$ cat config.mk
export PLATFORM = sky130hd
export DESIGN_NAME = heq_phase_sched
export DESIGN_NICKNAME = d
export VERILOG_FILES = /design/src/rtl/heq_pkg.sv /design/src/rtl/heq_sc_port_mux.sv /design/src/rtl/heq_phase_sched.sv
export SDC_FILE = /design/constraint.sdc
export NUM_CORES = 1
export LEC_CHECK = 0
export CELL_PAD_IN_SITES_DETAIL_PLACEMENT = 1
export CELL_PAD_IN_SITES_GLOBAL_PLACEMENT = 2
export CORE_AREA = 2 2 377 379
export CTS_BUF_LIST = sky130_fd_sc_hd__clkbuf_8
export DETAILED_ROUTE_END_ITERATION = 8
export DIE_AREA = 0 0 379 381
export GPL_TIMING_DRIVEN = 0
export PLACE_DENSITY_LB_ADDON = 0.15
export SLEW_MARGIN = 30
export SYNTH_ARGS = -nofsm -noshare
export SYNTH_HDL_FRONTEND = slang
export SYNTH_HIERARCHICAL = 1
export SYNTH_SLANG_ARGS = --single-unit
export TNS_END_PERCENT = 1
$ cat constraint.sdc
create_clock -name clk -period 1.8 [get_ports clk]
set_input_delay 0.36 -clock clk [delete_from_list [all_inputs] [get_ports clk]]
set_output_delay 0.36 -clock clk [all_outputs]
set_load 0.02 [all_outputs]
$ cat src/rtl/heq_pkg.sv
// Shared definitions for the histogram-equalisation frame sequencer.
// Phase encoding, unit index constants and phase lookup helpers.
package heq_pkg;

    localparam int unsigned NUM_UNITS = 4;

    localparam int unsigned HIST = 0;
    localparam int unsigned CDF  = 1;
    localparam int unsigned DIV  = 2;
    localparam int unsigned MAP  = 3;

    typedef enum logic [2:0] {
        ST_IDLE = 3'd0,
        ST_HIST = 3'd1,
        ST_CDF  = 3'd2,
        ST_DIV  = 3'd3,
        ST_MAP  = 3'd4,
        ST_FIN  = 3'd5
    } phase_t;

    typedef enum logic [2:0] {
        OWN_HIST = 3'd0,
        OWN_CDF  = 3'd1,
        OWN_DIV  = 3'd2,
        OWN_MAP  = 3'd3,
        OWN_NONE = 3'd4
    } owner_t;

    // Phase that follows a processing phase; anything else falls back to IDLE.
    function automatic phase_t next_phase(input phase_t p);
        phase_t r;
        r = ST_IDLE;
        case (p)
            ST_HIST: r = ST_CDF;
            ST_CDF:  r = ST_DIV;
            ST_DIV:  r = ST_MAP;
            ST_MAP:  r = ST_FIN;
            default: r = ST_IDLE;
        endcase
        return r;
    endfunction

    // Scratch port owner for a phase; IDLE/FIN own nothing.
    function automatic owner_t phase_owner(input phase_t p);
        owner_t r;
        r = OWN_NONE;
        case (p)
            ST_HIST: r = OWN_HIST;
            ST_CDF:  r = OWN_CDF;
            ST_DIV:  r = OWN_DIV;
            ST_MAP:  r = OWN_MAP;
            default: r = OWN_NONE;
        endcase
        return r;
    endfunction

    // Unit index serviced by a processing phase.
    function automatic logic [1:0] phase_unit(input phase_t p);
        logic [1:0] r;
        r = 2'(HIST);
        case (p)
            ST_CDF:  r = 2'(CDF);
            ST_DIV:  r = 2'(DIV);
            ST_MAP:  r = 2'(MAP);
            default: r = 2'(HIST);
        endcase
        return r;
    endfunction

    // One-hot unit enable for the first cycle of a phase.
    function automatic logic [NUM_UNITS-1:0] phase_onehot(input phase_t p);
        logic [NUM_UNITS-1:0] r;
        r = '0;
        case (p)
            ST_HIST: r[HIST] = 1'b1;
            ST_CDF:  r[CDF]  = 1'b1;
            ST_DIV:  r[DIV]  = 1'b1;
            ST_MAP:  r[MAP]  = 1'b1;
            default: r = '0;
        endcase
        return r;
    endfunction

endpackage

$ cat src/rtl/heq_sc_port_mux.sv
// Scratch memory port selector: routes the owning unit's address/data/WE
// to the single scratch port. MAP is read-only, so its write enable is masked.
module heq_sc_port_mux
    import heq_pkg::*;
#(
    parameter int unsigned ADDR_W = 16,
    parameter int unsigned DATA_W = 128
) (
    input  owner_t                          owner,
    input  logic [NUM_UNITS*ADDR_W-1:0]     req_rd_addr1,
    input  logic [NUM_UNITS*ADDR_W-1:0]     req_rd_addr2,
    input  logic [NUM_UNITS*ADDR_W-1:0]     req_wt_addr,
    input  logic [NUM_UNITS*DATA_W-1:0]     req_wt_data,
    input  logic [NUM_UNITS-1:0]            req_wt_en,
    output logic [ADDR_W-1:0]               sc_rd_addr1,
    output logic [ADDR_W-1:0]               sc_rd_addr2,
    output logic [ADDR_W-1:0]               sc_wt_addr,
    output logic [DATA_W-1:0]               sc_wt_data,
    output logic                            sc_wt_en
);

    // Select the owner's slice; no owner drives an idle (all-zero) port.
    always_comb begin
        sc_rd_addr1 = '0;
        sc_rd_addr2 = '0;
        sc_wt_addr  = '0;
        sc_wt_data  = '0;
        sc_wt_en    = 1'b0;
        for (int unsigned i = 0; i < NUM_UNITS; i++) begin
            if (32'(owner) == i) begin
                sc_rd_addr1 = req_rd_addr1[i*ADDR_W +: ADDR_W];
                sc_rd_addr2 = req_rd_addr2[i*ADDR_W +: ADDR_W];
                sc_wt_addr  = req_wt_addr[i*ADDR_W +: ADDR_W];
                sc_wt_data  = req_wt_data[i*DATA_W +: DATA_W];
                sc_wt_en    = req_wt_en[i] && (owner != OWN_MAP);
            end
        end
    end

endmodule

$ cat src/rtl/heq_phase_sched.sv
// Frame sequencer for histogram equalisation: HIST -> CDF -> DIV -> MAP.
// Grants the shared scratch port to the active unit and latches cdf_min.
// Optional per-phase watchdog enabled by defining HEQ_WATCHDOG_EN.
module heq_phase_sched
    import heq_pkg::*;
#(
    parameter int unsigned ADDR_W         = 16,
    parameter int unsigned DATA_W         = 128,
    parameter int unsigned TIMEOUT_CYCLES = 65536
) (
    input  logic                            clk,
    input  logic                            reset,
    input  logic                            start,
    output logic                            busy,
    output logic                            frame_done,
    output logic                            err,
    output logic [NUM_UNITS-1:0]            unit_en,
    input  logic [NUM_UNITS-1:0]            unit_done,
    input  logic [31:0]                     cdf_min_in,
    output logic [31:0]                     cdf_min,
    input  logic [NUM_UNITS*ADDR_W-1:0]     req_rd_addr1,
    input  logic [NUM_UNITS*ADDR_W-1:0]     req_rd_addr2,
    input  logic [NUM_UNITS*ADDR_W-1:0]     req_wt_addr,
    input  logic [NUM_UNITS*DATA_W-1:0]     req_wt_data,
    input  logic [NUM_UNITS-1:0]            req_wt_en,
    output logic [ADDR_W-1:0]               sc_rd_addr1,
    output logic [ADDR_W-1:0]               sc_rd_addr2,
    output logic [ADDR_W-1:0]               sc_wt_addr,
    output logic [DATA_W-1:0]               sc_wt_data,
    output logic                            sc_wt_en
);

    if (TIMEOUT_CYCLES < 2) begin : g_bad_timeout
        $error("heq_phase_sched: TIMEOUT_CYCLES must be at least 2");
    end

    phase_t state;
    owner_t owner;
    phase_t next_c;
    logic   in_phase_c;
    logic   phase_done_c;
    logic   timeout_c;

    assign in_phase_c   = (state == ST_HIST) || (state == ST_CDF) ||
                          (state == ST_DIV)  || (state == ST_MAP);
    assign phase_done_c = in_phase_c && unit_done[phase_unit(state)];
    assign next_c       = next_phase(state);

    // Phase sequencing, unit start pulses, status flags and cdf_min latch.
    always_ff @(posedge clk) begin
        if (!reset) begin
            state      <= ST_IDLE;
            owner      <= OWN_NONE;
            unit_en    <= '0;
            busy       <= 1'b0;
            frame_done <= 1'b0;
            cdf_min    <= '0;
        end else begin
            unit_en    <= '0;
            frame_done <= 1'b0;
            case (state)
                ST_IDLE: begin
                    if (start) begin
                        state   <= ST_HIST;
                        owner   <= OWN_HIST;
                        unit_en <= phase_onehot(ST_HIST);
                        busy    <= 1'b1;
                    end
                end
                ST_HIST, ST_CDF, ST_DIV, ST_MAP: begin
                    if (phase_done_c) begin
                        if (state == ST_CDF) begin
                            cdf_min <= cdf_min_in;
                        end
                        state      <= next_c;
                        owner      <= phase_owner(next_c);
                        unit_en    <= phase_onehot(next_c);
                        busy       <= (next_c != ST_FIN);
                        frame_done <= (next_c == ST_FIN);
                    end else if (timeout_c) begin
                        state <= ST_IDLE;
                        owner <= OWN_NONE;
                        busy  <= 1'b0;
                    end
                end
                ST_FIN: begin
                    state <= ST_IDLE;
                end
                default: begin
                    state <= ST_IDLE;
                    owner <= OWN_NONE;
                    busy  <= 1'b0;
                end
            endcase
        end
    end

`ifdef HEQ_WATCHDOG_EN
    localparam int unsigned CNT_W = (TIMEOUT_CYCLES > 1) ? $clog2(TIMEOUT_CYCLES) : 1;

    logic [CNT_W-1:0] wd_cnt;

    assign timeout_c = in_phase_c && !phase_done_c &&
                       (wd_cnt == CNT_W'(TIMEOUT_CYCLES - 1));

    // Per-phase cycle counter and sticky timeout flag.
    always_ff @(posedge clk) begin
        if (!reset) begin
            wd_cnt <= '0;
            err    <= 1'b0;
        end else begin
            if (!in_phase_c || phase_done_c || timeout_c) begin
                wd_cnt <= '0;
            end else begin
                wd_cnt <= wd_cnt + CNT_W'(1);
            end
            if (timeout_c) begin
                err <= 1'b1;
            end
        end
    end
`else
    assign timeout_c = 1'b0;
    assign err       = 1'b0;
`endif

    heq_sc_port_mux #(
        .ADDR_W (ADDR_W),
        .DATA_W (DATA_W)
    ) u_sc_mux (
        .owner        (owner),
        .req_rd_addr1 (req_rd_addr1),
        .req_rd_addr2 (req_rd_addr2),
        .req_wt_addr  (req_wt_addr),
        .req_wt_data  (req_wt_data),
        .req_wt_en    (req_wt_en),
        .sc_rd_addr1  (sc_rd_addr1),
        .sc_rd_addr2  (sc_rd_addr2),
        .sc_wt_addr   (sc_wt_addr),
        .sc_wt_data   (sc_wt_data),
        .sc_wt_en     (sc_wt_en)
    );

endmodule
==> flow_summary.toml, run 1 <==
[die]
die_w_um = 379
start_util_pct = 5.07
die-area_sq_mm = 0.144
io_pins = 963
die_h_um = 381
row_count = 138
core_sq_mm = 0.141

[logic_synthesis]
synthMuxAreaShare_pct = 49.8
synth_flop_cell = "dfxtp_1"
synth_compound_area_share_pct = 21.4
synth_cell_types = 44
synth-edff-count = 0
synthDominantCellAreaShare_pct = 49.8
yosys_warnings = 6
yosys.area_share.xor_xnor_pct = 0.123
yosys.area.top_type = "mux2i_1"
syn_inst = 828
synthAdderAreaFrac_pct = 0
syn-cell-area_sq_mm = 0.00712
synth_seq_cells = 44
avgSynthCellArea_sq_um = 8.60
synth_simple_gate_area_share_pct = 5.83
synth_top_family_by_area = "multiplexers"
syn-num-nets = 1575
async_flop_share_pct = 0
seq_area_frac_synth_pct = 12.4
yosys-top-cells-area = "mux2i_1 50%, o22ai_1 16%, dfxtp_1 12%, buf_4 4.2%, nand2_1 3.8%"

[clock_tree]
clock_sinks = 44
ctsHoldBuffers = 0
h-tree-depth = 2
cts-root-buf = "clkbuf_8"
numCtsBuffers = 5
clk_pin_slew_ps = 100
insertion_delay_ps = 320
cts_tree = "built"
cts_buffer_depth = 2

[timing]
whs_ps = 462
fin_skew_ps = 7.46
slew_headroom_pct = 62.2
fin_ws_ps = -601
slew_violations = 0
rsz0062_at_grt = "true"
fin_crit_ps = 2400
finalSetupTns_ps = -74510
hold_violations = 0
max_freq_ghz = 0.416
final-setup-viol-count = 177
worst_pin_slew_ps = 567
finalCritPeriodShare_pct = 133

[routing]
routed_via_density = 3.03
vias = 11200
firstDrtPassIters = 4
avgRoutedWirePerCell_um = 26.3
drc_errors = 0
routed_wl_mm = 97.7
drt_iter0_drc = 286
antenna_left = 0

[place]
place_inst = 3677
dp_hpwl_mm = 85.7
io_buffer_count = 959
gp_congestion = 0.854

[worst_setup_path]
critical_path_arrival_ps = 2040
required_ps = 1440
worst-path-max-fanout = 6
cp-start-kind = "register"
setup.worst_path.class = "register to output pin"
cp-end-kind = "output pin"

[status]
failed_checks = "setup timing"
status = "finished with violations"

[finish]
layout_common_cells = "781 x clkdlybuf4s50_1, 289 x mux2i_1, 117 x o22ai_1"
drive_above_1_share_pct = 23.0
nets = 2553
mostFrequentLayoutCell = "clkdlybuf4s50_1"
fin_cells = 3710
area_delta_synth_final_pct = 191

[pwr]
leakagePower_nw = 6.51
p_per_area_mw_per_mm2 = 410
ir_drop_mv = 0.335

[global_routing]
antenna_found_initial = 38
grt_pass1_vias = 12500
grt_overflow = 0
grt_usage_pct = 12.8
grt_pass1_wl_mm = 124
grt_max_degree = 13

[hold_path]
hold_path.class = "register to register"

[flow_run]
maxCapViolCount = 0
-- path summary, 6_finish.rpt --
kind,cells past startpoint,from,endpoint,slack (ps)
worst min-delay path,2,cdf_min[4],cdf_min[4],460
worst min register to register,2,cdf_min[4],cdf_min[4],460
worst max register to register,6,state[2],cdf_min[14],140
worst max-delay path,6,owner[1],sc_wt_data[9],-600
-- report_power, final --
group          total [mW]  switching, mW  leakage, nW  internal [mW]
registers            1.05         0.0320        0.358           1.01
clock network       0.680          0.419       0.0453          0.261
logic                6.78           3.32         6.11           3.45
-- per-layer routing --
layer / up-vias / global-route usage, % / part of all wire, %
met5: - / 0 / 0.17
met4: 30 / 1.15 / 0.62
met3: 69 / 3.57 / 7.7
met2: 501 / 24.3 / 53
met1: 5464 / 14.5 / 39
li1: 5182 / - / -
-- repair_timing --
action | in CTS | in global routing
pin swaps | 8 | 3
resized for setup | 1048 | 140
buffers inserted | 9 | 0
gates cloned | 4 | 0
endpoints found under the setup margin | 178 | 208
endpoints found under the hold margin | 0 | 0
-- flip-flops by register name, summed over array words and instances, names as in the netlist --
signal and count:
cdf_min 32, owner 3, unit_en 4, state 3, busy 1, frame_done 1
-- synthesized netlist by cell type, types with 2 or more instances --
cell	count
buf_4	40
nor2b_1	2
nand2_1	72
a21boi_1	6
nand2b_1	2
buf_2	22
nor2_1	8
dfxtp_1	44
buf_8	10
inv_1	6
o22ai_1	177
clkbuf_1	15
nand3_1	3
buf_6	7
or2_1	3
nor4b_1	2
mux2i_1	354
a21boi_0	27
a211oi_1	2
o221ai_2	2
-- critical path, cell delays in order, from the launching register on --
cell and delay (ps):
dfxtp_2 360, buf_12 160, buf_16 180, buf_16 180, mux2i_4 490, o22ai_2 130
buf_6 160
-- kinds of logic (layout without fill, tap and decap cells) --
| group | after synthesis | after routing |
|---|---|---|
| mux | 354 | 354 |
| buf+inv | 102 | 1080 |
| xor+xnor | 1 | 1 |
| flops | 44 | 44 |
| simple gates | 97 | 97 |
| other cells | 1 | 15 |
| compound gates | 229 | 229 |
-- area by class of cell --
type	count	area (sq um)
Multi-Input combinational cell	682	6510
Antenna cell	14	35.0
Timing Repair Buffer	972	9520
Clock buffer	5	68.8
Inverter	6	22.5
Clock inverter	2	8.76
Buffer	95	1310
Fill cell	16500	120000
Tap cell	1890	2360
Sequential cell	44	887
-- stage by stage --
step / total power [mW] / utilization, % / worst slack (ps) / instance area [sq um]
after global routing: 8.95 / 14.7 / -642 / 20700
after floorplan: 3.44 / - / 129 / 7120
after global placement: 7.55 / 13.6 / -1700 / 19100
after detailed placement: 7.57 / 13.6 / -1420 / 19100
after CTS: 8.59 / 14.5 / -605 / 20400
final: 8.50 / 14.7 / -601 / 20700
(Power assumes the default switching activity.)
==> run 2, diff against run 1 <==
- CTS_BUF_LIST: sky130_fd_sc_hd__clkbuf_8 -> sky130_fd_sc_hd__clkbuf_2
==> flow_summary.toml, run 2 (synthesis results as in run 1) <==
[timing]
slew_headroom_pct = 62.9
worst_pin_slew_ps = 556
rsz0062_at_grt = "true"
final-setup-viol-count = 177
slew_violations = 0
fin_skew_ps = 20.2
fin_ws_ps = -791
hold_violations = 0
max_freq_ghz = 0.386
finalCritPeriodShare_pct = 144
fin_crit_ps = 2590

[worst_setup_path]
cp-start-kind = "register"
cp_cell_sequence = "or2_1 > buf_6 > buf_12 > buf_8 > o22ai_2 > clkdlybuf4s15_2"
cp-end-kind = "output pin"
setup.worst_path.class = "register to output pin"
critical_path_arrival_ps = 2230
worst-path-max-fanout = 10
max_stage_delay_ps = 430
required_ps = 1440
slowest_stage = "dfxtp_4"

[pwr]
leakagePower_nw = 7.16
p_per_area_mw_per_mm2 = 401
p_total_mw = 8.26
ir_drop_mv = 0.199

[die]
io_pins = 963
die-area_sq_mm = 0.144
die_h_um = 381
core_sq_mm = 0.141
start_util_pct = 5.07
row_count = 138
die_w_um = 379

[clock_tree]
numCtsBuffers = 5
cts_tree = "built"
clk_pin_slew_ps = 290
cts-root-buf = "clkbuf_2"
cts_buffer_depth = 2
clock_sinks = 44
h-tree-depth = 2
ctsHoldBuffers = 0
insertion_delay_ps = 490

[finish]
nets = 2554
fin_cells = 3707
reg_top3 = "cdf_min x32, unit_en x4"
n_fill_cell = 16500
drive_above_1_share_pct = 22.5
layout_common_cells = "744 x clkdlybuf4s50_1, 294 x mux2i_1, 124 x o22ai_1"
largest_register_ffs = 32
area_delta_synth_final_pct = 190
largest-register = "cdf_min"
mostFrequentLayoutCell = "clkdlybuf4s50_1"

[status]
failed_checks = "setup timing"
status = "finished with violations"

[global_routing]
grt_max_degree = 13
grt_pass1_vias = 12600
grt_pass1_wl_mm = 125
grt_overflow = 0
antenna_found_initial = 30
grt_usage_pct = 12.9

[routing]
drc_errors = 0
antenna_left = 0
routed_wl_mm = 98.2
routed_via_density = 3.04
vias = 11300
firstDrtPassIters = 4
avgRoutedWirePerCell_um = 26.5
drt_iter0_drc = 344

[flow_run]
maxCapViolCount = 0

[place]
gp_congestion = 0.854
io_buffer_count = 959
dp_hpwl_mm = 85.7
place_inst = 3677

[hold_path]
hold_path.class = "input port to register"
[run 2: metal layers]
metal / routed length, um / share of wire [%] / GRT usage, %
met1: 37600 / 38 / 14.6
met2: 51900 / 53 / 24.3
met3: 7710 / 7.9 / 3.55
met4: 816 / 0.83 / 1.58
met5: 139 / 0.14 / 0
[run 2: through the flow]
step / hold WS [ps] / setup TNS (ps) / util (%) / setup slack [ps] / area [sq um]
3_5_place_dp: 450 / -202340 / 13.6 / -1420 / 19100
6_report: 312 / -114060 / 14.7 / -791 / 20600
2_1_floorplan: 461 / 0 / - / 129 / 7120
4_1_cts: 246 / -143290 / 14.4 / -880 / 20300
5_1_grt: 285 / -141220 / 14.7 / -897 / 20600
3_3_place_gp: 443 / -207910 / 13.6 / -1700 / 19100
[run 2: worst max-delay path, delay by kind of cell (launching register included)]
family,cells,cell delay [ps]
AO/OA/AOI/OAI,1,230
AND/OR/NAND/NOR,1,230
buffers and inverters,4,810
flip-flops,1,430
[run 2: area by class of cell]
class / instances / area, sq um / area share (%)
clock inverters: 1 / 5.00 / 0.0243
multi-input cells: 682 / 6440 / 31.2
diodes: 10 / 25.0 / 0.121
repair buffers: 973 / 9540 / 46.3
well taps: 1890 / 2360 / 11.5
inverters: 6 / 22.5 / 0.109
flip-flops and latches: 44 / 887 / 4.30
plain buffers: 95 / 1300 / 6.32
clock buffers: 6 / 30.0 / 0.146
[run 2: power breakdown]
| group | leakage, nW | switching, mW | internal, mW |
|---|---|---|---|
| logic | 6.78 | 3.32 | 3.39 |
| clock network | 0.0289 | 0.407 | 0.0921 |
| registers | 0.358 | 0.0311 | 1.02 |
| total | 7.16 | 3.76 | 4.50 |
[run 2: path summary, 6_finish.rpt]
check / slack, ps / endpoint / startpoint / cells after the start
max: -790 / sc_wt_data[100] / owner[2] / 6
min reg2reg: 470 / cdf_min[4] / cdf_min[4] / 2
max reg2reg: 70 / cdf_min[17] / state[2] / 6
min: 310 / cdf_min[2] / reset / 2
[run 2: repair_timing]
action / CTS / global route
buffers inserted: 8 / 0
gates resized for setup: 1024 / 193
hold endpoints to repair: 0 / 0
gates cloned: 5 / 1
endpoints found under the setup margin: 218 / 251
pin swaps: 8 / 8
==> run 3, diff against run 2 <==
- TNS_END_PERCENT: 1 -> 20
==> flow_summary.toml, run 3 (synthesis results as in run 1) <==
[status]
status = "finished with violations"
failed_checks = "setup timing"

[flow_run]
maxCapViolCount = 0

[place]
io_buffer_count = 959
place_ws_ps = -1420
dpl_cell_area_sq_mm = 0.0191
dp_hpwl_mm = 85.7
place_inst = 3677
gp_congestion = 0.854

[timing]
fin_ws_ps = -775
fin_skew_ps = 16.1
max_freq_ghz = 0.388
rsz0062_at_grt = "true"
final-setup-viol-count = 177
fin_crit_ps = 2580
slew_headroom_pct = 62.8
slew_violations = 0
worst_pin_slew_ps = 558
finalCritPeriodShare_pct = 143
finalSetupTns_ps = -111270
hold_violations = 0

[clock_tree]
clk_pin_slew_ps = 280
insertion_delay_ps = 490
clock_sinks = 44
h-tree-depth = 2
cts_buffer_depth = 2
numCtsBuffers = 5
cts_tree = "built"
cts-root-buf = "clkbuf_2"

[die]
die-area_sq_mm = 0.144
row_count = 138
io_pins = 963
die_w_um = 379
die_h_um = 381
start_util_pct = 5.07
core_sq_mm = 0.141

[worst_setup_path]
required_ps = 1440
r2r_slack_ps = 80
reg2reg_depth = 6
slowest_stage = "mux2i_4"
setup.worst_path.class = "register to output pin"
cp_common_cell = "buf_12"
worst-path-max-fanout = 6
crit_start = "owner[1]"
cp_cell_sequence = "buf_12 > buf_12 > buf_16 > mux2i_4 > o22ai_2 > buf_6"
cp-end-kind = "output pin"
max_stage_delay_ps = 470
cp-start-kind = "register"
r2r-end = "cdf_min[17]"
timing.rr.start = "state[2]"
critical_path_arrival_ps = 2220

[finish]
multiInputGateArea_sq_mm = 0.00685
n_fill_cell = 16500
layout_common_cells = "744 x clkdlybuf4s50_1, 259 x mux2i_1, 114 x o22ai_1"
area_delta_synth_final_pct = 201
reg_top3 = "cdf_min x32, unit_en x4"
final_area_sq_mm = 0.0214
largest-register = "cdf_min"
mostFrequentLayoutCell = "clkdlybuf4s50_1"
largest_register_ffs = 32
nets = 2583
seqCellArea_sq_um = 887
drive_above_1_share_pct = 26.2
fin_cells = 3738

[hold_path]
hold_path.class = "input port to register"
holdPathEnd = "cdf_min[2]"
hold_start = "reset"
hold_depth = 2

[routing]
antenna_left = 0
vias = 11400
avgRoutedWirePerCell_um = 26.6
firstDrtPassIters = 5
routed_via_density = 3.06
drc_errors = 0
routed_wl_mm = 99.5
drt_iter0_drc = 326

[pwr]
p_per_area_mw_per_mm2 = 399
ir_drop_mv = 0.199
leakagePower_nw = 7.48

[global_routing]
grt_usage_pct = 12.9
antenna_found_initial = 32
grt_max_degree = 13
grt_pass1_vias = 12600
grt_overflow = 0
grt_pass1_wl_mm = 125
[run 3: cell count changes in the layout (fill, tap and decap cells not counted), sizes merged]
cell           change
clkdlybuf4s15     -14
buf               +38
bufbuf             -1
clkbuf             +6
diode              +2
[run 3: how the worst max path moves through the flow]
stage | cells past startpoint | endpoint | slack (ps)
global route | 6 | sc_wt_data[9] | -890
floorplan | 5 | sc_wt_data[100] | 130
CTS | 6 | sc_rd_addr2[15] | -880
global placement | 5 | sc_wt_data[3] | -1700
detailed placement | 6 | sc_wt_data[37] | -1420
finish | 6 | sc_wt_data[9] | -780
[run 3: stage by stage]
step | util, % | power, mW | hold WS [ps]
after floorplan | - | 3.44 | 461
after global placement | 13.6 | 7.55 | 443
after detailed placement | 13.6 | 7.57 | 450
after CTS | 14.6 | 8.44 | 246
after global routing | 15.2 | 8.98 | 285
final | 15.2 | 8.54 | 307
[run 3: area by class of cell]
class	count	share of cell area [%]
Clock buffer	6	0.140
Sequential cell	44	4.14
Inverter	6	0.105
Buffer	95	6.04
Timing Repair Buffer	1002	46.4
Clock inverter	1	0.0234
Antenna cell	12	0.140
Multi-Input combinational cell	682	32.0
Tap cell	1890	11.0
[run 3: per-layer routing]
metal	vias up	GRT usage, %	share of wire [%]
met4	26	1.51	1.1
met1	5585	14.5	38
li1	5260	-	-
met5	-	0	0.15
met2	506	24.4	53
met3	71	3.69	7.9
[run 3: timing repair]
action                                  in CTS  in global routing
endpoints found under the setup margin     218                251
pin swaps                                    9                 20
buffers inserted                            15                 16
gates resized for setup                    919                438
cloned                                       5                  7
hold endpoints to repair                     0                  0
hold buffers                                 0                  0
[run 3: where the power goes]
part / internal (mW) / leakage [nW] / switching [mW]
clock network: 0.0921 / 0.0289 / 0.405
logic: 3.56 / 7.09 / 3.43
registers: 1.02 / 0.358 / 0.0310
[run 3: critical path, delay by kind of cell, from the launching register on]
kind                   cells  cell delay, ps
flip-flops                 1             420
multiplexers               1             470
AO/OA/AOI/OAI              1             140
buffers and inverters      4             660
